[config.mk]
export PLATFORM = sky130hd
export DESIGN_NAME = lram_fb_reader
export DESIGN_NICKNAME = d
export VERILOG_FILES = /design/src/rtl/lram_fb_reader.sv
export SDC_FILE = /design/constraint.sdc
export NUM_CORES = 1
export LEC_CHECK = 0
export CORE_AREA = 2 2 173 175
export CTS_BUF_LIST = sky130_fd_sc_hd__clkbuf_4
export CTS_CLUSTER_DIAMETER = 200
export DETAILED_ROUTE_END_ITERATION = 7
export DIE_AREA = 0 0 175 177
export DONT_BUFFER_PORTS = 1
export PLACE_DENSITY = 0.51
export SYNTH_ARGS = -nofsm -noshare
export SYNTH_HDL_FRONTEND = slang
export SYNTH_SLANG_ARGS = --single-unit
[constraint.sdc]
create_clock -name clk_i -period 5.2 [get_ports clk_i]
set_input_delay 1.3 -clock clk_i [delete_from_list [all_inputs] [get_ports clk_i]]
set_output_delay 1.3 -clock clk_i [all_outputs]
set_load 0.02 [all_outputs]
[src/rtl/lram_fb_reader.sv]
// lram_fb_reader: burst reader from LRAM into a first-word fall-through FIFO, with credit-based read issue.
module lram_fb_reader #(
  parameter int FIFO_DEPTH = 4,
  parameter int ADDR_W = 16
) (
  input  logic              clk_i,
  input  logic              rst_n_i,
  input  logic              start_i,
  input  logic [ADDR_W-1:0] base_addr_i,
  input  logic [15:0]       length_i,
  input  logic              lramready_i,
  output logic [ADDR_W-1:0] rd_addr_o,
  output logic              rd_clk_en_o,
  input  logic [31:0]       rd_data_i,
  input  logic              rd_datavalid_i,
  output logic [31:0]       pix_data_o,
  output logic              pix_valid_o,
  input  logic              pix_ready_i,
  output logic              busy_o,
  output logic              done_o,
  output logic              overflow_o
);
  localparam int PW = (FIFO_DEPTH > 1) ? $clog2(FIFO_DEPTH) : 1;
  localparam int CW = PW + 1;
  typedef enum logic [1:0] {IDLE, WAIT_RDY, READ, DRAIN} state_t;
  state_t state_q, state_d;
  logic [ADDR_W-1:0] addr_q, addr_d;
  logic [15:0] issue_q, issue_d, left_q, left_d;
  logic [CW-1:0] out_q, out_d, cnt_q, cnt_d;
  logic [PW-1:0] wp_q, rp_q;
  logic [31:0] mem_q [FIFO_DEPTH];
  logic done_q, done_d, ovf_q, ovf_d;
  logic issue, push, pop, credit;
  assign rd_addr_o   = addr_q;
  assign rd_clk_en_o = issue;
  assign pix_valid_o = cnt_q != '0;
  assign pix_data_o  = pix_valid_o ? mem_q[rp_q] : '0;
  assign busy_o      = state_q != IDLE;
  assign done_o      = done_q;
  assign overflow_o  = ovf_q;
  always_comb begin
    // credit counts words in flight plus words held, so the FIFO can never overflow
    credit  = ({1'b0, out_q} + {1'b0, cnt_q}) < (CW + 1)'(FIFO_DEPTH);
    issue   = state_q == READ && lramready_i && credit;
    push    = rd_datavalid_i && out_q != '0;
    pop     = pix_valid_o && pix_ready_i;
    state_d = state_q;
    addr_d  = addr_q;
    issue_d = issue_q;
    left_d  = pop ? left_q - 16'd1 : left_q;
    done_d  = 1'b0;
    ovf_d   = ovf_q | (rd_datavalid_i && out_q == '0);
    out_d   = out_q + CW'(issue) - CW'(push);
    cnt_d   = cnt_q + CW'(push) - CW'(pop);
    case (state_q)
      IDLE: if (start_i) begin
        done_d  = length_i == 16'd0;
        state_d = length_i == 16'd0 ? IDLE : WAIT_RDY;
        addr_d  = length_i == 16'd0 ? addr_q : base_addr_i;
        issue_d = length_i;
        left_d  = length_i;
      end
      WAIT_RDY: state_d = lramready_i ? READ : WAIT_RDY;
      READ: if (issue) begin
        addr_d  = addr_q + ADDR_W'(1);
        issue_d = issue_q - 16'd1;
        state_d = issue_q == 16'd1 ? DRAIN : READ;
      end
      DRAIN: if (pop && left_q == 16'd1) begin
        state_d = IDLE;
        done_d  = 1'b1;
      end
    endcase
  end
  always_ff @(posedge clk_i or negedge rst_n_i) begin
    if (!rst_n_i) begin
      state_q <= IDLE;
      addr_q  <= '0;
      issue_q <= '0;
      left_q  <= '0;
      out_q   <= '0;
      cnt_q   <= '0;
      wp_q    <= '0;
      rp_q    <= '0;
      done_q  <= 1'b0;
      ovf_q   <= 1'b0;
    end else begin
      state_q <= state_d;
      addr_q  <= addr_d;
      issue_q <= issue_d;
      left_q  <= left_d;
      out_q   <= out_d;
      cnt_q   <= cnt_d;
      wp_q    <= wp_q + PW'(push);
      rp_q    <= rp_q + PW'(pop);
      done_q  <= done_d;
      ovf_q   <= ovf_d;
    end
  end
  always_ff @(posedge clk_i) if (push) mem_q[wp_q] <= rd_data_i;
endmodule

Word level (Yosys, flattened, before mapping)

Memories as Yosys holds them, arrays and structs flattened.
Index checks and enable logic that the tools add are counted.

Flip-flop bits (word level): 62
Output and inout bits: 53
RAM bits: 128
Memories: 1
Input bits: 70
Word-level logic and storage cells: 71

Reduce and logical (&&, ||, !) cells: 16
Eq/ne operators: 9
Bitwise logic cells: 1
Order comparisons: 1
Multiplexer cells: 23
$add $sub $neg: 10

Memories:

| name  | words | bits a word | rd ports | clocked after memory_dff | wr ports | RTL line | RTL |
|---|---|---|---|---|---|---|---|
| mem_q | 4     | 32          | 1        | 0                        | 1        | 31       | `logic [31:0] mem_q [FIFO_DEPTH];` |

Operators by type and width:

| cell                                                                   | number |
|---|---|
| 16-bit 2-to-1 mux                                                      | 8 |
| 16-bit case mux with 2 select lines                                    | 2 |
| 16-bit by 1-bit equality test with 1-bit output, second input constant | 2 |
| 32-bit 2-to-1 mux                                                      | 1 |
| 16-bit by 1-bit subtractor with 16-bit output, second input constant   | 2 |
| 16-bit by 1-bit adder with 16-bit output, second input constant        | 1 |
| 16-bit logical NOT                                                     | 1 |
| 2-bit 2-to-1 mux                                                       | 4 |
| 2-bit inequality test, second input constant                           | 4 |
| 2-bit case mux with 4 select lines                                     | 1 |
| 3-bit by 1-bit adder with 3-bit output                                 | 2 |
| 1-bit logical AND                                                      | 6 |
| 1-bit 2-to-1 mux                                                       | 6 |
| 3-bit AND reduction                                                    | 2 |
| 3-bit nonzero test                                                     | 2 |
| 3-bit by 1-bit subtractor with 3-bit output                            | 2 |
| 2-bit by 1-bit adder with 2-bit output                                 | 2 |
| 3-bit by 3-bit adder with 4-bit output                                 | 1 |
| 2-bit equality test, second input constant                             | 2 |
| 4-bit by 3-bit < comparator with 1-bit output, second input constant   | 1 |
| 4-bit AND reduction                                                    | 1 |
| 2-bit nonzero test                                                     | 2 |
| 3-bit logical NOT                                                      | 1 |
| 2-bit by 1-bit equality test with 1-bit output, second input constant  | 1 |
| 3 further kinds                                                        | 3 |

Longest topological paths before layout

Gate-level depths: netlist (run 1).

Word-level depth: 5
Mapped depth: 10
Gate-level depth less buffers: 9

Worst setup path after synthesis (run 1)

No wires, ideal clock.

Kind: input-to-reg
Start: in rd_datavalid_i
End: mem mem_q[0][0] (enable)
Arrival time: 3589 ps
Path buffers: 0
Data required time: 4739 ps
Setup slack: 1150 ps
Cell stages on the path: 2
Setup time: 461 ps
Cells stage by stage: nand2b_1 -> nor3_1

Word-level cells in the longest chain between the ends: 3

RTL lines:

| what                                   | RTL line | RTL |
|---|---|---|
| start, declared                        | 15       | `input logic rd_datavalid_i,` |
| 1-bit logical AND                      | 45       | `push = rd_datavalid_i && out_q != '0;` |
| 1-bit 2-to-1 mux                       | 100      | `always_ff @(posedge clk_i) if (push) mem_q[wp_q] <= rd_data_i;` |
| 1-bit 2-to-1 mux (not written as such) | 100      |  |
| end, declared                          | 31       |  |

Every way passes these cells.

Worst setup path in the final report (run 1)

Start: reg rp_q[1]
End: out pix_data_o[19]

Word-level cells in the longest chain between the ends: 2

RTL lines:

| what                   | RTL line | RTL |
|---|---|---|
| start, declared        | 30       | `logic [PW-1:0] wp_q, rp_q;` |
| start signal, assigned | 95       | `rp_q <= rp_q + PW'(pop);` |
| memory read 4 x 32 bit | -        |  |
| 32-bit 2-to-1 mux      | 37       | `assign pix_data_o = pix_valid_o ? mem_q[rp_q] : '0;` |
| end, declared          | 16       | `output logic [31:0] pix_data_o,` |

Every way passes these cells.

==> impl_metrics.xml, run 1 <==
<?xml version="1.0" encoding="UTF-8"?>
<metrics>
  <group name="status">
    <metric name="outcome" unit="">complete, no violations</metric>
  </group>
  <group name="route">
    <metric name="detailed_route_wl" unit="um">18700</metric>
    <metric name="post_dr_vias_cell" unit="">5.00</metric>
    <metric name="wl_per_cell" unit="um">18.1</metric>
    <metric name="initialDrtViolationCount" unit="">414</metric>
    <metric name="route.vias.total" unit="">5172</metric>
    <metric name="remaining_antenna_violation_count" unit="">0</metric>
    <metric name="detail_route.drc_violations" unit="">0</metric>
    <metric name="drt_pre_antenna_iters" unit="">4</metric>
  </group>
  <group name="global_route">
    <metric name="largest_net_degree_at_the_start_of_global_routing" unit="">63</metric>
    <metric name="initial_antenna_violation_count" unit="">1</metric>
    <metric name="grt_pass1_vias" unit="">5383</metric>
    <metric name="gr-total-overflow" unit="">0</metric>
    <metric name="track_usage" unit="">0.125</metric>
    <metric name="wire_length_of_the_first_global_routing_pass" unit="um">29900</metric>
  </group>
  <group name="worst_hold_path">
    <metric name="hp-class" unit="">input port to async pin</metric>
  </group>
  <group name="placement">
    <metric name="detailedPlacementHpwl" unit="um">12300</metric>
    <metric name="port_buffers" unit="">0</metric>
    <metric name="dp_worst_setup_slack" unit="ns">1.56</metric>
    <metric name="post_dp_cell_area" unit="um^2">9040</metric>
    <metric name="finalWeightedCongestion" unit="">0.803</metric>
  </group>
  <group name="sta">
    <metric name="finalHoldViolations" unit="">0</metric>
    <metric name="final-max-slew-violation-count" unit="">0</metric>
    <metric name="rsz_0062_raised_after_global_routing" unit="">no</metric>
    <metric name="timing.max_slew.rel_slack" unit="">0.258</metric>
    <metric name="final_critical_path_setup_slack" unit="ns">1.24</metric>
    <metric name="final.period_utilization" unit="">0.761</metric>
    <metric name="layout_skew" unit="ns">0.0277</metric>
    <metric name="final.min_clock_period" unit="ns">3.96</metric>
    <metric name="fmax" unit="GHz">0.253</metric>
    <metric name="actual_slew_at_the_worst_max_slew_pin" unit="ns">1.11</metric>
    <metric name="finalSetupViolCount" unit="">0</metric>
    <metric name="final.setup.tns" unit="ns">0</metric>
  </group>
  <group name="synth">
    <metric name="syn_avg_cell_area" unit="um^2">13.5</metric>
    <metric name="synthesis.area" unit="um^2">8630</metric>
    <metric name="synth_flop_cell" unit="">edfxtp_1</metric>
    <metric name="synth_cells" unit="">640</metric>
    <metric name="async_flop_share" unit="">0.326</metric>
    <metric name="synth-seq-area-share" unit="">0.625</metric>
    <metric name="synth_warnings" unit="">0</metric>
    <metric name="synth_nets" unit="">729</metric>
    <metric name="synth.ff_latch_count" unit="">190</metric>
    <metric name="synth-edff-count" unit="">128</metric>
    <metric name="synth_cell_type_count" unit="">58</metric>
  </group>
  <group name="clocking">
    <metric name="tritoncts" unit="">built</metric>
    <metric name="clock_latency" unit="ns">0.59</metric>
    <metric name="numCtsBuffers" unit="">17</metric>
    <metric name="cts-hold-fix-buffers" unit="">0</metric>
    <metric name="clk_transition_reported_paths" unit="ns">0.17</metric>
    <metric name="h-tree-depth" unit="">4</metric>
    <metric name="max-clock-path-buffers" unit="">2</metric>
    <metric name="cts_root_buffer" unit="">clkbuf_4</metric>
    <metric name="cts.repair_timing.setup_buffer_count" unit="">0</metric>
    <metric name="sinks_on_clock_net" unit="">190</metric>
    <metric name="cts.repair.resized" unit="">0</metric>
  </group>
  <group name="power">
    <metric name="fin_total_pwr" unit="mW">5.32</metric>
    <metric name="total_leakage_power" unit="nW">3.13</metric>
    <metric name="worst_ir_drop_vdd" unit="V">0.000226</metric>
    <metric name="power-per-cell-area" unit="nW/um^2">570</metric>
  </group>
  <group name="floorplanning">
    <metric name="rows" unit="">63</metric>
    <metric name="initial_utilization" unit="">0.295</metric>
    <metric name="die_h" unit="um">177</metric>
    <metric name="core_area" unit="um^2">29200</metric>
    <metric name="io_pins" unit="">123</metric>
    <metric name="fp.dieArea" unit="um^2">31000</metric>
    <metric name="die-width" unit="um">175</metric>
  </group>
  <group name="critical_path">
    <metric name="crit_arrival" unit="ns">2.66</metric>
    <metric name="critPathMaxFanout" unit="">20</metric>
    <metric name="critical_path.endpoint_type" unit="">output pin</metric>
    <metric name="delay_of_the_slowest_cell_on_the_worst_path" unit="ns">1.06</metric>
    <metric name="critical_path.cell_chain" unit="">buf_4 -&gt; mux4_2 -&gt; nor2b_1</metric>
    <metric name="crit_path_start_kind" unit="">register</metric>
    <metric name="critical_path.slowest_cell" unit="">dfrtp_1</metric>
    <metric name="required" unit="ns">3.90</metric>
    <metric name="crit_type" unit="">register to output pin</metric>
  </group>
  <group name="final_layout">
    <metric name="post-route-cell-area" unit="um^2">9340</metric>
    <metric name="area_growth_syn_to_layout" unit="%">8.22</metric>
    <metric name="number_of_nets_in_the_final_layout" unit="">720</metric>
    <metric name="drive_gt1_frac" unit="">0.135</metric>
  </group>
  <group name="flow_run">
    <metric name="maxCapViolations" unit="">0</metric>
  </group>
</metrics>
[cells in the mapped netlist (2+ instances only)]
master / n / share of area
nor2b_1: 34 / 0.025
or3_4: 2 / 0.0026
dfrtp_1: 62 / 0.18
a31oi_1: 5 / 0.0036
inv_1: 21 / 0.0091
nand3_1: 19 / 0.011
o21a_1: 2 / 0.0017
o21ai_0: 24 / 0.014
ha_1: 17 / 0.025
a41o_1: 3 / 0.0035
o32ai_1: 6 / 0.0061
o22a_1: 6 / 0.0061
a21o_1: 2 / 0.0017
mux2i_1: 2 / 0.0023
nand2b_1: 4 / 0.0029
edfxtp_1: 128 / 0.45
or3_1: 4 / 0.0029
or4_4: 2 / 0.0026
xor2_1: 9 / 0.0091
a2bb2oi_1: 2 / 0.0020
and3_1: 8 / 0.0058
fa_1: 2 / 0.0046
nor2_1: 50 / 0.022
a21oi_1: 39 / 0.023
nand4_1: 7 / 0.0051
buf_2: 7 / 0.0041
and4_1: 3 / 0.0030
nand3b_1: 3 / 0.0026
nand2_1: 32 / 0.014
mux4_2: 32 / 0.084
and2_1: 2 / 0.0014
xnor2_1: 11 / 0.011
o2111ai_1: 2 / 0.0020
clkbuf_1: 23 / 0.010
nor4_1: 10 / 0.0072
nor3_1: 18 / 0.010
o22ai_1: 10 / 0.0072
a211oi_1: 4 / 0.0035
buf_4: 2 / 0.0017
nor3b_1: 3 / 0.0026
[kinds of logic (layout without fill, tap and decap cells)]
kind of cell | count (synthesis) | count (layout) | share of synthesized area
and+or+nand+nor | 205 | 205 | 0.124
DFF | 190 | 190 | 0.625
AOI/OAI and AO/OA | 116 | 116 | 0.0880
buffers and inverters | 55 | 59 | 0.0258
muxes | 35 | 35 | 0.0871
xor gates and xnor gates | 20 | 20 | 0.0203
adders and majority gates | 19 | 19 | 0.0293
other | 0 | 1 | 0
[power breakdown]
part	total [mW]	switching (mW)	internal [mW]
combinational	1.91	1.14	0.769
sequential	2.60	0.521	2.08
clock	0.809	0.578	0.232
total	5.32	2.24	3.08
[critical path: cells and delay by family, from the launching register on]
kind | cells | cell delay, ns
multiplexers | 1 | 0.22
flip-flops | 1 | 1.06
AND/OR/NAND/NOR | 1 | 0.41
buffers and inverters | 1 | 0.39
[final cells by class]
cell class	instances	area (um^2)
fill	2868	19900
sequential	190	5400
multi-input combinational	395	3040
tap	390	488
clock inverter	14	156
clock buffer	18	135
inverter	22	82.6
timing repair buffer	5	37.5
antenna	1	2.50
[sequential cells by signal, summed over array words and instances (netlist names), 2 cells and up, named ones only]
signal / count
wp_q: 2
left_q: 16
rp_q: 2
rd_addr_o: 16
out_q: 3
mem_q: 128
issue_q: 16
cnt_q: 3
[routing by layer]
metal,GRT usage,vias to the layer above,wire length [um]
li1,-,2394,-
met1,0.151,2593,7830
met2,0.212,168,9350
met3,0.0406,17,1240
met4,0.0427,0,300
met5,0,-,0
[per-stage QoR]
step                hold WS [ns]  utilization  std cells
global placement           0.510        0.309       1002
floorplan                  0.477            -        640
detailed placement         0.530        0.309       1002
global route               0.285        0.319       1035
finish                     0.374        0.319       1035
CTS                        0.294        0.319       1034
[placed cells by master, fill, tap and decap left out, types with 5 or more instances in the layout]
cell	n
o21ai_0	24
buf_4	5
nor3_1	16
nor2_1	48
o22ai_1	10
nor2b_1	34
a31oi_1	5
xnor2_1	11
and3_1	7
nand2_1	32
xor2_1	9
nor4_1	10
a21oi_1	39
o22a_1	6
inv_1	21
nand4_1	7
dfrtp_1	61
edfxtp_1	128
inv_8	5
ha_1	16
o32ai_1	6
clkbuf_4	18
mux4_2	32
nand3_1	19
[worst paths after layout]
check / startpoint / endpoint / slack (ns) / cells past startpoint
setup / recovery: rp_q[1] / pix_data_o[19] / 1.24 / 3
hold / removal: rst_n_i / left_q[9] / 0.37 / 0
setup reg to reg: state_q[0] / rd_addr_o[10] / 2.00 / 8
hold reg to reg: issue_q[6] / issue_q[6] / 0.55 / 2
max in group asynchronous: rst_n_i / rp_q[0] / 4.68 / 0
min in group clk_i: issue_q[6] / issue_q[6] / 0.55 / 2
No activity file was read; power rests on OpenSTA's default activity.
==> run 2: changes to the inputs <==
==> constraint.sdc (replaced) <==
create_clock -name clk_i -period 3.96 [get_ports clk_i]
set_input_delay 0.99 -clock clk_i [delete_from_list [all_inputs] [get_ports clk_i]]
set_output_delay 0.99 -clock clk_i [all_outputs]
set_load 0.02 [all_outputs]
==> run 2 against run 1 <==
Non-clock buffer count up 9. Final cell count up 0.97%. Critical path depth unchanged. Clock-buffer cell count down 1. Register-to-register slack worse by 0.98 ns. Die area unchanged. Sequential share of layout area down 0.93 points. Hold slack worse by 0.29 ns. Via count up 2.1%.
==> impl_metrics.xml, run 2 (synthesized netlist as in run 1, its figures left out) <==
<?xml version="1.0" encoding="UTF-8"?>
<metrics>
  <group name="floorplanning">
    <metric name="io_pins" unit="">123</metric>
    <metric name="die-width" unit="um">175</metric>
    <metric name="rows" unit="">63</metric>
    <metric name="die_h" unit="um">177</metric>
    <metric name="initial_utilization" unit="">0.295</metric>
    <metric name="fp.dieArea" unit="um^2">31000</metric>
    <metric name="core_area" unit="um^2">29200</metric>
  </group>
  <group name="power">
    <metric name="p_sw" unit="mW">2.94</metric>
    <metric name="share_clk_of_total_power" unit="">0.167</metric>
    <metric name="internal_power" unit="mW">4.27</metric>
    <metric name="total_leakage_power" unit="nW">3.21</metric>
    <metric name="power-per-cell-area" unit="nW/um^2">759</metric>
    <metric name="power.share.combinational" unit="">0.365</metric>
    <metric name="power_frac_seq" unit="">0.468</metric>
    <metric name="worst_ir_drop_vdd" unit="V">0.000260</metric>
    <metric name="sw_frac_of_total" unit="">0.408</metric>
  </group>
  <group name="critical_path">
    <metric name="critical_path.slowest_cell" unit="">dfrtp_1</metric>
    <metric name="worstSetupStartpoint" unit="">rp_q[1]</metric>
    <metric name="delay_of_the_slowest_cell_on_the_worst_path" unit="ns">0.88</metric>
    <metric name="crit_path_start_kind" unit="">register</metric>
    <metric name="critPathMaxFanout" unit="">16</metric>
    <metric name="critical_register_to_register_path_startpoint" unit="">state_q[0]</metric>
    <metric name="crit_type" unit="">register to output pin</metric>
    <metric name="crit_arrival" unit="ns">2.42</metric>
    <metric name="required" unit="ns">2.97</metric>
    <metric name="worst-r2r-setup-slack" unit="ns">1.02</metric>
    <metric name="critical_path.cell_chain" unit="">buf_4 -&gt; mux4_2 -&gt; nor2b_1</metric>
    <metric name="critical_path.endpoint_type" unit="">output pin</metric>
  </group>
  <group name="route">
    <metric name="detail_route.drc_violations" unit="">0</metric>
    <metric name="initialDrtViolationCount" unit="">360</metric>
    <metric name="post_dr_vias_cell" unit="">5.05</metric>
    <metric name="remaining_antenna_violation_count" unit="">0</metric>
    <metric name="route.vias.total" unit="">5279</metric>
    <metric name="wl_per_cell" unit="um">18.5</metric>
    <metric name="detailed_route_wl" unit="um">19300</metric>
    <metric name="drt_pre_antenna_iters" unit="">5</metric>
  </group>
  <group name="placement">
    <metric name="port_buffers" unit="">0</metric>
    <metric name="detailedPlacementHpwl" unit="um">13100</metric>
    <metric name="finalWeightedCongestion" unit="">0.812</metric>
  </group>
  <group name="sta">
    <metric name="fmax" unit="GHz">0.293</metric>
    <metric name="rsz_0062_raised_after_global_routing" unit="">no</metric>
    <metric name="actual_slew_at_the_worst_max_slew_pin" unit="ns">0.953</metric>
    <metric name="layout_skew" unit="ns">0.0149</metric>
    <metric name="final.period_utilization" unit="">0.861</metric>
    <metric name="finalSetupViolCount" unit="">0</metric>
    <metric name="final.setup.tns" unit="ns">0</metric>
    <metric name="finalHoldViolations" unit="">0</metric>
    <metric name="final.min_clock_period" unit="ns">3.41</metric>
    <metric name="timing.max_slew.rel_slack" unit="">0.363</metric>
    <metric name="final-max-slew-violation-count" unit="">0</metric>
  </group>
  <group name="clocking">
    <metric name="numCtsBuffers" unit="">17</metric>
    <metric name="clk_transition_reported_paths" unit="ns">0.16</metric>
    <metric name="cts_root_buffer" unit="">clkbuf_4</metric>
    <metric name="h-tree-depth" unit="">4</metric>
    <metric name="tritoncts" unit="">built</metric>
    <metric name="sinks_on_clock_net" unit="">190</metric>
    <metric name="clock_latency" unit="ns">0.58</metric>
    <metric name="max-clock-path-buffers" unit="">2</metric>
    <metric name="cts.repair_timing.setup_buffer_count" unit="">0</metric>
  </group>
  <group name="flow_run">
    <metric name="maxCapViolations" unit="">0</metric>
  </group>
  <group name="final_layout">
    <metric name="finish.utilization" unit="">0.325</metric>
    <metric name="number_of_nets_in_the_final_layout" unit="">729</metric>
    <metric name="layout_common_cells" unit="">128 x edfxtp_1, 61 x dfrtp_1, 48 x nor2_1, 39 x a21oi_1, 34 x nor2b_1</metric>
    <metric name="drive_gt1_frac" unit="">0.145</metric>
    <metric name="largest_register_ff_count" unit="">128</metric>
    <metric name="max_flop_register" unit="">mem_q</metric>
    <metric name="layout_commonest_cell" unit="">edfxtp_1</metric>
    <metric name="area_growth_syn_to_layout" unit="%">9.99</metric>
  </group>
  <group name="global_route">
    <metric name="track_usage" unit="">0.128</metric>
    <metric name="wire_length_of_the_first_global_routing_pass" unit="um">30300</metric>
    <metric name="initial_antenna_violation_count" unit="">2</metric>
    <metric name="grt_pass1_vias" unit="">5450</metric>
    <metric name="largest_net_degree_at_the_start_of_global_routing" unit="">63</metric>
    <metric name="gr-total-overflow" unit="">0</metric>
  </group>
  <group name="worst_hold_path">
    <metric name="hp-class" unit="">input port to async pin</metric>
  </group>
  <group name="status">
    <metric name="outcome" unit="">complete, no violations</metric>
  </group>
</metrics>
run 2: cell types whose count changed in the layout (fill, tap and decap cells not counted), moves of 2 or more:
cell       delta
buf_12        +2
inv_6         -3
bufinv_16     +3
buf_4         +7
run 2: final cells by class:
| class | count | area [um^2] |
|---|---|---|
| timing repair buffer | 14 | 130 |
| multi-input combinational | 395 | 3040 |
| inverter | 22 | 82.6 |
| clock buffer | 17 | 128 |
| clock inverter | 15 | 221 |
| sequential | 190 | 5400 |
| tap | 390 | 488 |
| fill | 2855 | 19800 |
| antenna | 2 | 5.00 |
run 2: timing repair:
item / in CTS / in global routing
hold endpoints to repair: 0 / 20
setup endpoints to repair: 0 / 0
gates resized for setup: 0 / 0
hold buffers: 0 / 1
run 2: through the flow:
step | hold slack (ns) | std cells | total power, mW | setup WS, ns | instance area [um^2]
after global placement | 0.517 | 1010 | 6.01 | 0.924 | 9120
after CTS | 0.00685 | 1042 | 7.31 | 0.425 | 9470
after global routing | 0.000817 | 1044 | 7.70 | 0.356 | 9490
after detailed placement | 0.510 | 1010 | 6.10 | 0.873 | 9120
final | 0.0792 | 1045 | 7.20 | 0.551 | 9490
after floorplan | 0.477 | 640 | 5.40 | 0.220 | 8630
run 2: worst max-delay path: cells and delay by family (launching register included):
family	cells	cell delay, ns
DFF	1	0.88
and+or+nand+nor	1	0.37
buffers and inverters	1	0.35
muxes	1	0.22
run 2: path summary, 6_finish.rpt:
path                                  endpoint  cells after the start
worst max-delay path            pix_data_o[16]                      3
worst min-delay path                   rp_q[0]                      0
min in group clk_i                mem_q[0][25]                      0
worst max register to register    rd_addr_o[8]                      7
max in group asynchronous         rd_addr_o[7]                      1
worst min register to register     issue_q[10]                      1
run 2: power by group through the flow:
stage,logic (mW),clock network [mW],registers [mW]
4_1_cts,2.68,1.25,3.38
6_report,2.63,1.20,3.37
3_5_place_dp,2.67,0,3.43
3_3_place_gp,2.62,0,3.39
5_1_grt,2.91,1.33,3.47
2_1_floorplan,2.19,0,3.20
run 2: routing by layer:
metal | track usage | routed length (um) | vias up
li1 | - | - | 2417
met5 | 0 | 0 | -
met3 | 0.0399 | 1250 | 25
met4 | 0.0465 | 378 | 0
met2 | 0.220 | 9790 | 162
met1 | 0.149 | 7910 | 2675
==> run 3: changes to the inputs <==
--- a/config.mk
+++ b/config.mk
@@ -12,6 +12,7 @@
 export DIE_AREA = 0 0 175 177
 export DONT_BUFFER_PORTS = 1
 export PLACE_DENSITY = 0.51
+export SKIP_LAST_GASP = 1
 export SYNTH_ARGS = -nofsm -noshare
 export SYNTH_HDL_FRONTEND = slang
 export SYNTH_SLANG_ARGS = --single-unit
==> constraint.sdc (replaced) <==
create_clock -name clk_i -period 3.8 [get_ports clk_i]
set_input_delay 0.95 -clock clk_i [delete_from_list [all_inputs] [get_ports clk_i]]
set_output_delay 0.95 -clock clk_i [all_outputs]
set_load 0.02 [all_outputs]
==> run 3 against run 2 <==
Register-to-register slack lost 0.09 ns. First-iteration DRC count fell by 7.8%. Critical endpoint is now rd_clk_en_o. Critical path depth did not move.
==> impl_metrics.xml, run 3 (synthesized netlist as in run 1, its figures left out) <==
<?xml version="1.0" encoding="UTF-8"?>
<metrics>
  <group name="status">
    <metric name="outcome" unit="">complete, no violations</metric>
  </group>
  <group name="power">
    <metric name="internal_power" unit="mW">4.25</metric>
    <metric name="p_sw" unit="mW">3.07</metric>
    <metric name="share_clk_of_total_power" unit="">0.146</metric>
    <metric name="power_frac_seq" unit="">0.476</metric>
    <metric name="power.share.combinational" unit="">0.378</metric>
    <metric name="total_leakage_power" unit="nW">3.18</metric>
    <metric name="sw_frac_of_total" unit="">0.419</metric>
    <metric name="power-per-cell-area" unit="nW/um^2">777</metric>
    <metric name="worst_ir_drop_vdd" unit="V">0.000442</metric>
  </group>
  <group name="flow_run">
    <metric name="maxCapViolations" unit="">0</metric>
  </group>
  <group name="clocking">
    <metric name="clock_latency" unit="ns">0.59</metric>
    <metric name="h-tree-depth" unit="">4</metric>
    <metric name="sinks_on_clock_net" unit="">190</metric>
    <metric name="cts.repair.resized" unit="">0</metric>
    <metric name="cts_root_buffer" unit="">clkbuf_4</metric>
    <metric name="tritoncts" unit="">built</metric>
    <metric name="clk_transition_reported_paths" unit="ns">0.17</metric>
    <metric name="max-clock-path-buffers" unit="">2</metric>
    <metric name="numCtsBuffers" unit="">17</metric>
  </group>
  <group name="final_layout">
    <metric name="drive_gt1_frac" unit="">0.144</metric>
    <metric name="layout_commonest_cell" unit="">edfxtp_1</metric>
    <metric name="area_growth_syn_to_layout" unit="%">9.12</metric>
    <metric name="post-route-cell-area" unit="um^2">9420</metric>
    <metric name="largest_register_ff_count" unit="">128</metric>
    <metric name="max_flop_register" unit="">mem_q</metric>
    <metric name="filler_cell_count" unit="">2894</metric>
    <metric name="layout_common_cells" unit="">128 x edfxtp_1, 61 x dfrtp_1, 48 x nor2_1, 39 x a21oi_1, 34 x nor2b_1</metric>
    <metric name="number_of_cells_in_the_finished_layout_apart_from_fillers" unit="">1043</metric>
    <metric name="number_of_nets_in_the_final_layout" unit="">728</metric>
  </group>
  <group name="sta">
    <metric name="final-max-slew-violation-count" unit="">0</metric>
    <metric name="actual_slew_at_the_worst_max_slew_pin" unit="ns">0.972</metric>
    <metric name="finalSetupViolCount" unit="">0</metric>
    <metric name="finalHoldViolations" unit="">0</metric>
    <metric name="timing.max_slew.rel_slack" unit="">0.350</metric>
    <metric name="fmax" unit="GHz">0.302</metric>
    <metric name="layout_skew" unit="ns">0.0174</metric>
    <metric name="final.setup.tns" unit="ns">0</metric>
    <metric name="final.min_clock_period" unit="ns">3.31</metric>
    <metric name="final_critical_path_setup_slack" unit="ns">0.489</metric>
    <metric name="final.period_utilization" unit="">0.871</metric>
    <metric name="rsz_0062_raised_after_global_routing" unit="">no</metric>
    <metric name="fin_hold_ws" unit="ns">0.191</metric>
  </group>
  <group name="route">
    <metric name="remaining_antenna_violation_count" unit="">0</metric>
    <metric name="drt_pre_antenna_iters" unit="">5</metric>
    <metric name="detailed_route_wl" unit="um">19300</metric>
    <metric name="wl_per_cell" unit="um">18.5</metric>
    <metric name="post_dr_vias_cell" unit="">5.03</metric>
    <metric name="initialDrtViolationCount" unit="">332</metric>
    <metric name="route.vias.total" unit="">5251</metric>
    <metric name="detail_route.drc_violations" unit="">0</metric>
  </group>
  <group name="critical_path">
    <metric name="crit_type" unit="">register to output pin</metric>
    <metric name="critPathTopFamily" unit="">simple AND/OR/NAND/NOR gates</metric>
    <metric name="reg2reg_path_depth" unit="">7</metric>
    <metric name="crit_path_start_kind" unit="">register</metric>
    <metric name="crit_arrival" unit="ns">2.36</metric>
    <metric name="critPathMaxFanout" unit="">4</metric>
    <metric name="worst-r2r-setup-slack" unit="ns">0.93</metric>
    <metric name="combined_buffer_and_inverter_count_along_the_critical_path" unit="">0</metric>
    <metric name="critical_path.cell_chain" unit="">ha_1 -&gt; nor4b_1 -&gt; and3_1</metric>
    <metric name="required" unit="ns">2.85</metric>
    <metric name="critical_path.slowest_cell" unit="">nor4b_1</metric>
    <metric name="r2r-end" unit="">rd_addr_o[8]</metric>
    <metric name="delay_of_the_slowest_cell_on_the_worst_path" unit="ns">0.58</metric>
    <metric name="critical_path.endpoint_type" unit="">output pin</metric>
    <metric name="critical_register_to_register_path_startpoint" unit="">state_q[0]</metric>
  </group>
  <group name="floorplanning">
    <metric name="die_h" unit="um">177</metric>
    <metric name="initial_utilization" unit="">0.295</metric>
    <metric name="rows" unit="">63</metric>
    <metric name="die-width" unit="um">175</metric>
    <metric name="io_pins" unit="">123</metric>
    <metric name="core_area" unit="um^2">29200</metric>
    <metric name="fp.dieArea" unit="um^2">31000</metric>
  </group>
  <group name="global_route">
    <metric name="grt_pass1_vias" unit="">5557</metric>
    <metric name="wire_length_of_the_first_global_routing_pass" unit="um">30700</metric>
    <metric name="grtUsageMet2" unit="">0.219</metric>
    <metric name="gr-total-overflow" unit="">0</metric>
    <metric name="grt.busiest_layer" unit="">met2</metric>
    <metric name="initial_antenna_violation_count" unit="">1</metric>
    <metric name="track_usage" unit="">0.129</metric>
    <metric name="grt_util_met1" unit="">0.155</metric>
    <metric name="largest_net_degree_at_the_start_of_global_routing" unit="">63</metric>
    <metric name="gr-usage-met3" unit="">0.0380</metric>
  </group>
  <group name="placement">
    <metric name="detailedPlacementHpwl" unit="um">12800</metric>
    <metric name="placed_cells_incl_taps" unit="">1009</metric>
    <metric name="finalWeightedCongestion" unit="">0.809</metric>
    <metric name="post_dp_cell_area" unit="um^2">9110</metric>
    <metric name="dp_worst_setup_slack" unit="ns">0.797</metric>
    <metric name="port_buffers" unit="">0</metric>
  </group>
  <group name="worst_hold_path">
    <metric name="hp-class" unit="">input port to async pin</metric>
  </group>
</metrics>
==> run 3: power groups by stage <==
| stage | registers [mW] | logic (mW) | clock network (mW) |
|---|---|---|---|
| final | 3.48 | 2.77 | 1.07 |
| after detailed placement | 3.54 | 2.80 | 0 |
| after floorplan | 3.34 | 2.28 | 0 |
| after global placement | 3.50 | 2.73 | 0 |
| after global routing | 3.58 | 3.07 | 1.19 |
| after CTS | 3.49 | 2.82 | 1.12 |
==> run 3: layer usage <==
metal  wire length, um  up-vias
met1              8130     2670
met5                 0        -
met4               319        0
li1                  -     2418
met3              1150       22
met2              9690      141
==> run 3: how the worst max path moves through the flow <==
stage | cells after the start | end | start | slack (ns)
after floorplan | 2 | mem_q[0][0] | rd_datavalid_i | 0.10
after global placement | 5 | rd_addr_o[8] | lramready_i | 0.83
after detailed placement | 5 | rd_addr_o[8] | lramready_i | 0.80
after CTS | 3 | pix_data_o[27] | rp_q[0] | 0.39
after global routing | 3 | rd_clk_en_o | out_q[2] | 0.30
final | 3 | rd_clk_en_o | out_q[2] | 0.49
==> run 3: layout make-up <==
type                    count  area (um^2)  area share
flip-flops and latches    190         5400       0.573
multi-input cells         395         3040       0.323
well taps                 390          488      0.0518
clock inverters            14          141      0.0150
clock buffers              18          135      0.0144
repair buffers             13          130      0.0138
inverters                  22         82.6     0.00877
diodes                      1         2.50    0.000266
==> run 3: through the flow <==
step / power (mW) / util
after floorplan: 5.62 / -
after detailed placement: 6.34 / 0.312
after CTS: 7.43 / 0.322
after global routing: 7.84 / 0.322
final: 7.32 / 0.322
after global placement: 6.23 / 0.312
==> run 3: repair_timing <==
action,CTS,global route
hold buffers,1,0
setup buffers,0,0
hold endpoints to repair,62,0
